**config.mk**
```make
export PLATFORM = sky130hd
export DESIGN_NAME = mem_port_arbiter_flat
export DESIGN_NICKNAME = d
export VERILOG_FILES = /design/src/rtl/mem_port_arbiter_pkg.sv /design/src/rtl/mem_port_arbiter_if.sv /design/src/rtl/mem_port_arbiter.sv /design/src/flat_wrapper.sv
export SDC_FILE = /design/constraint.sdc
export NUM_CORES = 1
export LEC_CHECK = 0
export ABC_AREA = 0
export BUFFER_PORTS_ARGS = -buffer_cell sky130_fd_sc_hd__buf_2
export CORE_UTILIZATION = 40
export DETAILED_ROUTE_END_ITERATION = 10
export GPL_TIMING_DRIVEN = 1
export PLACE_DENSITY = 0.65
export REMOVE_ABC_BUFFERS = 1
export SYNTH_ARGS = -nofsm -noshare
export SYNTH_HDL_FRONTEND = slang
export SYNTH_SLANG_ARGS = --single-unit
```
**constraint.sdc**
```tcl
create_clock -name clk -period 2.55 [get_ports clk]
set_input_delay 0.3825 -clock clk [delete_from_list [all_inputs] [get_ports clk]]
set_output_delay 0.3825 -clock clk [all_outputs]
set_load 0.02 [all_outputs]
```
**src/rtl/mem_port_arbiter_pkg.sv**
```systemverilog
// mem_port_arbiter_pkg: shared types and defaults for the IF/MEM SRAM arbiter
package mem_port_arbiter_pkg;
  localparam int ARB_ADDR_W = 32;
  localparam int ARB_DATA_W = 32;
  localparam int ARB_CNT_W  = 4;
  typedef enum logic [1:0] {ARB_IDLE, ARB_ACCESS, ARB_DONE} arb_state_t;
  typedef enum logic {OWNER_IF, OWNER_D} owner_t;
endpackage

```
**src/rtl/mem_port_arbiter_if.sv**
```systemverilog
// mem_port_arbiter_if: pipeline request ports and SRAM bus seen by the arbiter
interface mem_port_arbiter_if
  import mem_port_arbiter_pkg::*;
#(
  parameter int ADDR_W = ARB_ADDR_W,
  parameter int DATA_W = ARB_DATA_W
);
  logic              if_req;
  logic [ADDR_W-1:0] if_addr;
  logic [DATA_W-1:0] if_rdata;
  logic              if_ready;
  logic              d_rd;
  logic              d_wr;
  logic [ADDR_W-1:0] d_addr;
  logic [DATA_W-1:0] d_wdata;
  logic [DATA_W-1:0] d_rdata;
  logic              d_ready;
  logic              freeze;
  logic              sram_en;
  logic              sram_we;
  logic [ADDR_W-1:0] sram_addr;
  logic [DATA_W-1:0] sram_wdata;
  logic [DATA_W-1:0] sram_rdata;
  modport slave (
    input  if_req, if_addr, d_rd, d_wr, d_addr, d_wdata, sram_rdata,
    output if_rdata, if_ready, d_rdata, d_ready, freeze, sram_en, sram_we, sram_addr, sram_wdata
  );
  modport master (
    output if_req, if_addr, d_rd, d_wr, d_addr, d_wdata, sram_rdata,
    input  if_rdata, if_ready, d_rdata, d_ready, freeze, sram_en, sram_we, sram_addr, sram_wdata
  );
endinterface

```
**src/rtl/mem_port_arbiter.sv**
```systemverilog
// mem_port_arbiter: shares one fixed-latency SRAM between IF and MEM, data first, freezing the pipeline until all are served
module mem_port_arbiter
  import mem_port_arbiter_pkg::*;
#(
  parameter int ADDR_W  = ARB_ADDR_W,
  parameter int DATA_W  = ARB_DATA_W,
  parameter int LATENCY = 2
) (
  input logic clk,
  input logic rst_n,
  mem_port_arbiter_if.slave bus
);
  if (LATENCY < 1 || LATENCY > 15) begin : g_bad_latency
    $error("mem_port_arbiter: LATENCY must be within 1..15");
  end
  arb_state_t           state, state_nx;
  owner_t               owner;
  logic [ARB_CNT_W-1:0] cnt;
  logic                 d_served, i_served;
  logic                 d_need, i_need, d_pend, i_pend;
  logic                 grant, last, done;
  logic [ADDR_W-1:0]    addr_sel;
  logic [DATA_W-1:0]    rdata;
  assign d_need        = bus.d_rd | bus.d_wr;
  assign i_need        = bus.if_req;
  assign d_pend        = d_need & ~d_served;
  assign i_pend        = i_need & ~i_served;
  assign bus.freeze    = d_pend | i_pend;
  assign bus.if_ready  = i_served;
  assign bus.d_ready   = d_served;
  assign grant         = (state == ARB_IDLE) && bus.freeze;
  assign last          = (state == ARB_ACCESS) && (cnt == '0);
  assign done          = state == ARB_DONE;
  assign addr_sel      = d_pend ? bus.d_addr : bus.if_addr;
  assign rdata         = bus.sram_rdata;
  // next state: grant from IDLE, count down in ACCESS, one DONE cycle to post the served flag
  always_comb begin
    state_nx = state;
    state_nx = (state == ARB_IDLE) ? (bus.freeze ? ARB_ACCESS : ARB_IDLE) :
               (state == ARB_ACCESS) ? (cnt == '0 ? ARB_DONE : ARB_ACCESS) : ARB_IDLE;
  end
  // state, SRAM strobes, captured read data and served flags (flags clear whenever the pipeline advances)
  always_ff @(posedge clk or negedge rst_n) begin
    if (!rst_n) begin
      state          <= ARB_IDLE;
      owner          <= OWNER_IF;
      cnt            <= '0;
      d_served       <= 1'b0;
      i_served       <= 1'b0;
      bus.sram_en    <= 1'b0;
      bus.sram_we    <= 1'b0;
      bus.sram_addr  <= '0;
      bus.sram_wdata <= '0;
      bus.if_rdata   <= '0;
      bus.d_rdata    <= '0;
    end else begin
      state    <= state_nx;
      d_served <= (done && owner == OWNER_D && d_need) || (d_served && bus.freeze);
      i_served <= (done && owner == OWNER_IF && i_need) || (i_served && bus.freeze);
      if (grant) begin
        owner          <= d_pend ? OWNER_D : OWNER_IF;
        bus.sram_en    <= 1'b1;
        bus.sram_we    <= d_pend & bus.d_wr;
        bus.sram_addr  <= addr_sel;
        bus.sram_wdata <= bus.d_wdata;
        cnt            <= ARB_CNT_W'(LATENCY - 1);
      end
      if (state == ARB_ACCESS && !last) cnt <= cnt - 1'b1;
      if (last) begin
        bus.sram_en <= 1'b0;
        bus.sram_we <= 1'b0;
      end
      if (last && !bus.sram_we && owner == OWNER_D) bus.d_rdata <= rdata;
      if (last && !bus.sram_we && owner == OWNER_IF) bus.if_rdata <= rdata;
    end
  end
endmodule

```
**src/flat_wrapper.sv**
```systemverilog
// flat-port wrapper written by rule: the top's interface ports become plain ports
module mem_port_arbiter_flat import mem_port_arbiter_pkg::*;
#(
  parameter int ADDR_W  = ARB_ADDR_W,
  parameter int DATA_W  = ARB_DATA_W,
  parameter int LATENCY = 2
)
  (clk, rst_n, bus_if_req, bus_if_addr, bus_d_rd, bus_d_wr, bus_d_addr, bus_d_wdata, bus_sram_rdata, bus_if_rdata, bus_if_ready, bus_d_rdata, bus_d_ready, bus_freeze, bus_sram_en, bus_sram_we, bus_sram_addr, bus_sram_wdata);
  mem_port_arbiter_if #(.ADDR_W(ADDR_W), .DATA_W(DATA_W)) bus_i ();
  input logic clk;
  input logic rst_n;
  input wire logic [$bits(bus_i.if_req)-1:0] bus_if_req;
  input wire logic [$bits(bus_i.if_addr)-1:0] bus_if_addr;
  input wire logic [$bits(bus_i.d_rd)-1:0] bus_d_rd;
  input wire logic [$bits(bus_i.d_wr)-1:0] bus_d_wr;
  input wire logic [$bits(bus_i.d_addr)-1:0] bus_d_addr;
  input wire logic [$bits(bus_i.d_wdata)-1:0] bus_d_wdata;
  input wire logic [$bits(bus_i.sram_rdata)-1:0] bus_sram_rdata;
  output wire logic [$bits(bus_i.if_rdata)-1:0] bus_if_rdata;
  output wire logic [$bits(bus_i.if_ready)-1:0] bus_if_ready;
  output wire logic [$bits(bus_i.d_rdata)-1:0] bus_d_rdata;
  output wire logic [$bits(bus_i.d_ready)-1:0] bus_d_ready;
  output wire logic [$bits(bus_i.freeze)-1:0] bus_freeze;
  output wire logic [$bits(bus_i.sram_en)-1:0] bus_sram_en;
  output wire logic [$bits(bus_i.sram_we)-1:0] bus_sram_we;
  output wire logic [$bits(bus_i.sram_addr)-1:0] bus_sram_addr;
  output wire logic [$bits(bus_i.sram_wdata)-1:0] bus_sram_wdata;
  assign bus_i.if_req = bus_if_req;
  assign bus_i.if_addr = bus_if_addr;
  assign bus_i.d_rd = bus_d_rd;
  assign bus_i.d_wr = bus_d_wr;
  assign bus_i.d_addr = bus_d_addr;
  assign bus_i.d_wdata = bus_d_wdata;
  assign bus_i.sram_rdata = bus_sram_rdata;
  assign bus_if_rdata = bus_i.if_rdata;
  assign bus_if_ready = bus_i.if_ready;
  assign bus_d_rdata = bus_i.d_rdata;
  assign bus_d_ready = bus_i.d_ready;
  assign bus_freeze = bus_i.freeze;
  assign bus_sram_en = bus_i.sram_en;
  assign bus_sram_we = bus_i.sram_we;
  assign bus_sram_addr = bus_i.sram_addr;
  assign bus_sram_wdata = bus_i.sram_wdata;
  mem_port_arbiter #(.ADDR_W(ADDR_W), .DATA_W(DATA_W), .LATENCY(LATENCY)) u_core (.clk(clk), .rst_n(rst_n), .bus(bus_i));
endmodule
```
# Yosys cells after proc, flatten, opt, wreduce, memory -nomap -nowiden
# Cells that the tools add are included.
totals:
  ff_bits: 139
  in_bits: 133
  out_inout_bits: 133
  word_cells: 54
classes:
  addsub: 1
  eq_ne: 2
  n_mux: 12
  n_bitwise: 8
  reduce_logical: 20
op_table:
  columns: ["op", "count"]
  rows:
  - ["two-way mux 32 bit", 1]
  - ["logical AND 1 bit", 12]
  - ["two-way mux 4 bit", 2]
  - ["two-way mux 1 bit", 6]
  - ["two-way mux 2 bit", 3]
  - ["zero test 4 bit", 1]
  - ["nonzero test 2 bit", 2]
  - ["subtractor 4 x 1 -> 4 bit (second input constant)", 1]
  - ["AND 1 bit", 3]
  - ["NOT 1 bit", 3]
  - ["== test 2 x 1 -> 1 bit (second input constant)", 1]
  - ["== test 2 bit (second input constant)", 1]
  - ["zero test 1 bit", 2]
  - ["zero test 2 bit", 1]
  - ["logical OR 1 bit", 2]
  - ["OR 1 bit", 2]

# Logic depth before layout (Yosys ltp)
depth:
  ltp_word: 6
  depth_mapped: 8
  ltp_nobuf: 5

# Worst setup path after synthesis
# No wires, ideal clock.
synth_timing:
  path_type: "register -> register"
  from: "reg u_core.cnt[0]"
  to: "reg u_core.bus.d_rdata[10]"
  t_arrival_ns: 2.115
  t_required_ns: 2.425
  slack_ns: 0.310
  stages_incl_launch_ff: 9
  n_path_buf: 3
  period_less_slack_ns: 2.240
  path_cell_list: "dfrtp_1 inv_1 ha_1 or3b_1 buf_2 or4_4 buf_6 buf_12 mux2_4"
synth_via:
  elab_chain_cells: 4
synth_lines:
  columns: ["item", "line", "text"]
  rows:
  - ["start: declaration", "mem_port_arbiter.sv:18", "logic [ARB_CNT_W-1:0] cnt;"]
  - ["start signal: assignment", "mem_port_arbiter.sv:66", "cnt <= ARB_CNT_W'(LATENCY - 1);"]
  - ["start signal: assignment", "mem_port_arbiter.sv:68", "if (state == ARB_ACCESS && !last) cnt <= cnt - 1'b1;"]
  - ["zero test 4 bit", "mem_port_arbiter.sv:32", "assign last = (state == ARB_ACCESS) && (cnt == '0);"]
  - ["logical AND 1 bit", "mem_port_arbiter.sv:32", null]
  - ["logical AND 1 bit (2 in series)", "mem_port_arbiter.sv:73", "if (last && !bus.sram_we && owner == OWNER_D) bus.d_rdata <= rdata;"]
  - ["end signal: assignment", "mem_port_arbiter.sv:73", null]
  - ["end: declaration", "mem_port_arbiter_if.sv:26", "output if_rdata, if_ready, d_rdata, d_ready, freeze, sram_en, sram_we, sram_addr, sram_wdata"]
# No other way between the ends.
# A chain may end at the register's enable or synchronous reset.

# Final worst setup path
layout_timing:
  from: "reg u_core.cnt[0]"
  to: "reg u_core.bus.d_rdata[0]"
# The elaborated chain is that of the path after synthesis.

==> results.sh <==
export IMPL_outcome="finished, final reports clean"
export IMPL_whs_ns=0.1871
export IMPL_htreeDepth=4
export IMPL_drive_gt1_share_pct=68.76
export IMPL_drt_iter0_markers=179
export IMPL_port_buffer_count=265
export IMPL_pin_count=266
export IMPL_via_per_inst=4.811
export IMPL_maxCapViolCount=0
export IMPL_ys_seq_elements=139
export IMPL_mostFrequentLayoutCells="264 x buf_2, 139 x dfrtp_1, 80 x mux2_2, 60 x mux2_4, 20 x mux2_1"
export IMPL_placed_cells=803
export IMPL_start_kind="register"
export IMPL_power_switching_mw=4.326
export IMPL_drtPass1Iterations=4
export IMPL_dpl_cell_area_um2=7501
export IMPL_power_frac_comb_pct=44.8
export IMPL_yosys_warnings=0
export IMPL_clkPwrFrac_pct=21.1
export IMPL_cts_sinks=139
export IMPL_synth_edf_count=0
export IMPL_grt_pass1_wl_um=22740
export IMPL_seq_area_frac_synth_pct=57.96
export IMPL_period_share_pct=94.62
export IMPL_synthArstFlopShare_pct=100.0
export IMPL_drv_slew=0
export IMPL_hold_class="input pin to register"
export IMPL_fillers=1257
export IMPL_final_util_pct=55.70
export IMPL_leakagePower_nw=4.135
export IMPL_fin_crit_ns=2.413
export IMPL_die_h_um=124.5
export IMPL_slew_headroom_pct=60.77
export IMPL_cts_buffers=17
export IMPL_clk_latency_ns=0.41
export IMPL_ant_nets=0
export IMPL_stdcell_count=838
export IMPL_start_util_pct=41.13
export IMPL_vdd_drop_max_v=0.0007681
export IMPL_rsz0062_at_grt="false"
export IMPL_cts_root_buf="clkbuf_16"
export IMPL_core_region_area_um2=14590
export IMPL_layout_commonest_cell="buf_2"
export IMPL_ys_types=34
export IMPL_grt_max_degree=65
export IMPL_crit_path_end_kind="register"
export IMPL_synth_ff_type="dfrtp_1"
export IMPL_fin_skew_ns=0.006909
export IMPL_grt_pass1_vias=4372
export IMPL_seqCellArea_um2=3478
export IMPL_syn_area_um2=6001
export IMPL_multi_input_area_um2=2337
export IMPL_worstSetupPathType="register to register"
export IMPL_avgRoutedWirePerCell_um=16.78
export IMPL_cellPowerDensity_nw_per_um2=1441
export IMPL_dieWidth_um=124.5
export IMPL_areaGrowthSynthToFinish_pct=35.43
export IMPL_place_gp_congestion=0.7623
export IMPL_seqPwrFrac_pct=34.1
export IMPL_via_count=4032
export IMPL_fp_row_count=44
export IMPL_dieArea_um2=15500
export IMPL_grt_overflow_total=0
export IMPL_critPathArrivalTime_ns=2.70
export IMPL_worst_slew_pin_slew_ns=0.5885
export IMPL_dp_hpwl_um=10310
export IMPL_setup_viol=0
export IMPL_path_clk_slew_ns=0.06
export IMPL_critPathRequiredTime_ns=2.84
export IMPL_antenna_found_initial=1
export IMPL_max_freq_mhz=414.5
export IMPL_fin_tns_setup_ns=0
export IMPL_syn_avg_cell_area_um2=16.31
export IMPL_swShare_pct=36.95
export IMPL_drc_errors=0
export IMPL_hold_viol=0
export IMPL_drt_wl_total_um=14070
export IMPL_gr_usage_all_layers_pct=18.84
export IMPL_nNetsFinal=775
export IMPL_cts_setup_buffers=0
export IMPL_netlist_instances=368
export IMPL_crit_fanout=32
export IMPL_cts_tree="done"
export IMPL_clockBufferDepth=2
export IMPL_finalInstanceArea_um2=8127
export IMPL_internal_power_mw=7.382
## critical path, stage by stage, from the launching register on
cell     delay, ns
dfrtp_1       0.39
inv_1         0.11
ha_1          0.17
or3b_1        0.50
or4_4         0.55
buf_12        0.20
mux2_1        0.34
## synthesized netlist by cell type (all sizes together) (3+ instances only)
cell type	instances	area (µm²)
o21ai	5	25.02
buf	14	170.2
clkbuf	6	22.52
mux2	160	2027
dfrtp	139	3478
nor2	3	11.26
nor2b	4	25.02
inv	7	26.28
nand2	4	15.01
a21oi	4	20.02
## cells by family after synthesis
logic type | share of synthesized area [%]
buffers and inverters | 3.649
AND/OR/NAND/NOR | 2.106
multiplexers | 33.78
flip-flops | 57.97
AO/OA/AOI/OAI | 2.085
adder cells (fa/ha/maj) | 0.4169
## layout make-up
cell class,count,area share [%]
clock buffer,19,5.574
clock inverter,13,1.832
multi-input combinational,203,28.76
sequential,139,42.80
tap,184,2.833
timing repair buffer,272,17.84
antenna,1,0.03079
inverter,7,0.3233
## what timing repair did
action,CTS,global route
setup endpoints to repair,0,27
hold endpoints to repair,62,0
gates resized for setup,0,1
hold buffers,1,0
## worst paths after layout
| check | startpoint | end | slack [ns] | cells after the start |
|---|---|---|---|---|
| worst max-delay path | u_core.cnt[0]$_DFFE_PN0P_ | u_core.bus.d_rdata[0]$_DFFE_PN0P_ | 0.14 | 6 |
| worst max register to register | u_core.cnt[0]$_DFFE_PN0P_ | u_core.bus.d_rdata[0]$_DFFE_PN0P_ | 0.14 | 6 |
| max in group asynchronous | rst_n | u_core.bus.sram_addr[28]$_DFFE_PN0P_ | 1.32 | 3 |
| worst min register to register | u_core.bus.sram_wdata[1]$_DFFE_PN0P_ | u_core.bus.sram_wdata[1]$_DFFE_PN0P_ | 0.48 | 1 |
| min in group asynchronous | rst_n | u_core.bus.d_rdata[12]$_DFFE_PN0P_ | 0.51 | 2 |
| worst min-delay path | bus_d_wdata[1] | u_core.bus.sram_wdata[1]$_DFFE_PN0P_ | 0.19 | 2 |
## per-stage QoR
step                      total power [mW]  setup WS (ns)
final                                11.71         0.1372
after global routing                 12.36        0.06289
after CTS                            11.84        0.04708
after detailed placement             9.292        0.04543
after global placement               9.159         0.1549
after floorplan                      7.490         -2.881
## power by group through the flow
stage	Clock, mW	Sequential [mW]	Combinational [mW]
global route	2.63	4.15	5.57
global placement	0	3.96	5.20
CTS	2.54	3.99	5.31
detailed placement	0	3.97	5.32
floorplan	0	5.26	2.23
finish	2.48	3.99	5.24
## routing by layer
layer | part of all wire [%] | global-route usage [%] | up-vias | wire length, µm
li1 | - | - | 1856 | -
met1 | 42 | 22.64 | 1954 | 5879
met2 | 49 | 30.91 | 201 | 6845
met3 | 7.7 | 6.400 | 21 | 1089
met4 | 1.8 | 7.654 | 0 | 250
met5 | 0 | 0 | - | 0
## sequential cells by signal (all words and copies together) (netlist names)
register	count
u_core.owner	1
u_core.bus.sram_en	1
u_core.bus.if_rdata	32
u_core.bus.if_ready	1
u_core.bus.sram_we	1
u_core.bus.sram_wdata	32
u_core.cnt	4
u_core.bus.sram_addr	32
u_core.bus.d_rdata	32
u_core.state	2
u_core.bus.d_ready	1
No activity file was read; power rests on OpenSTA's default activity.
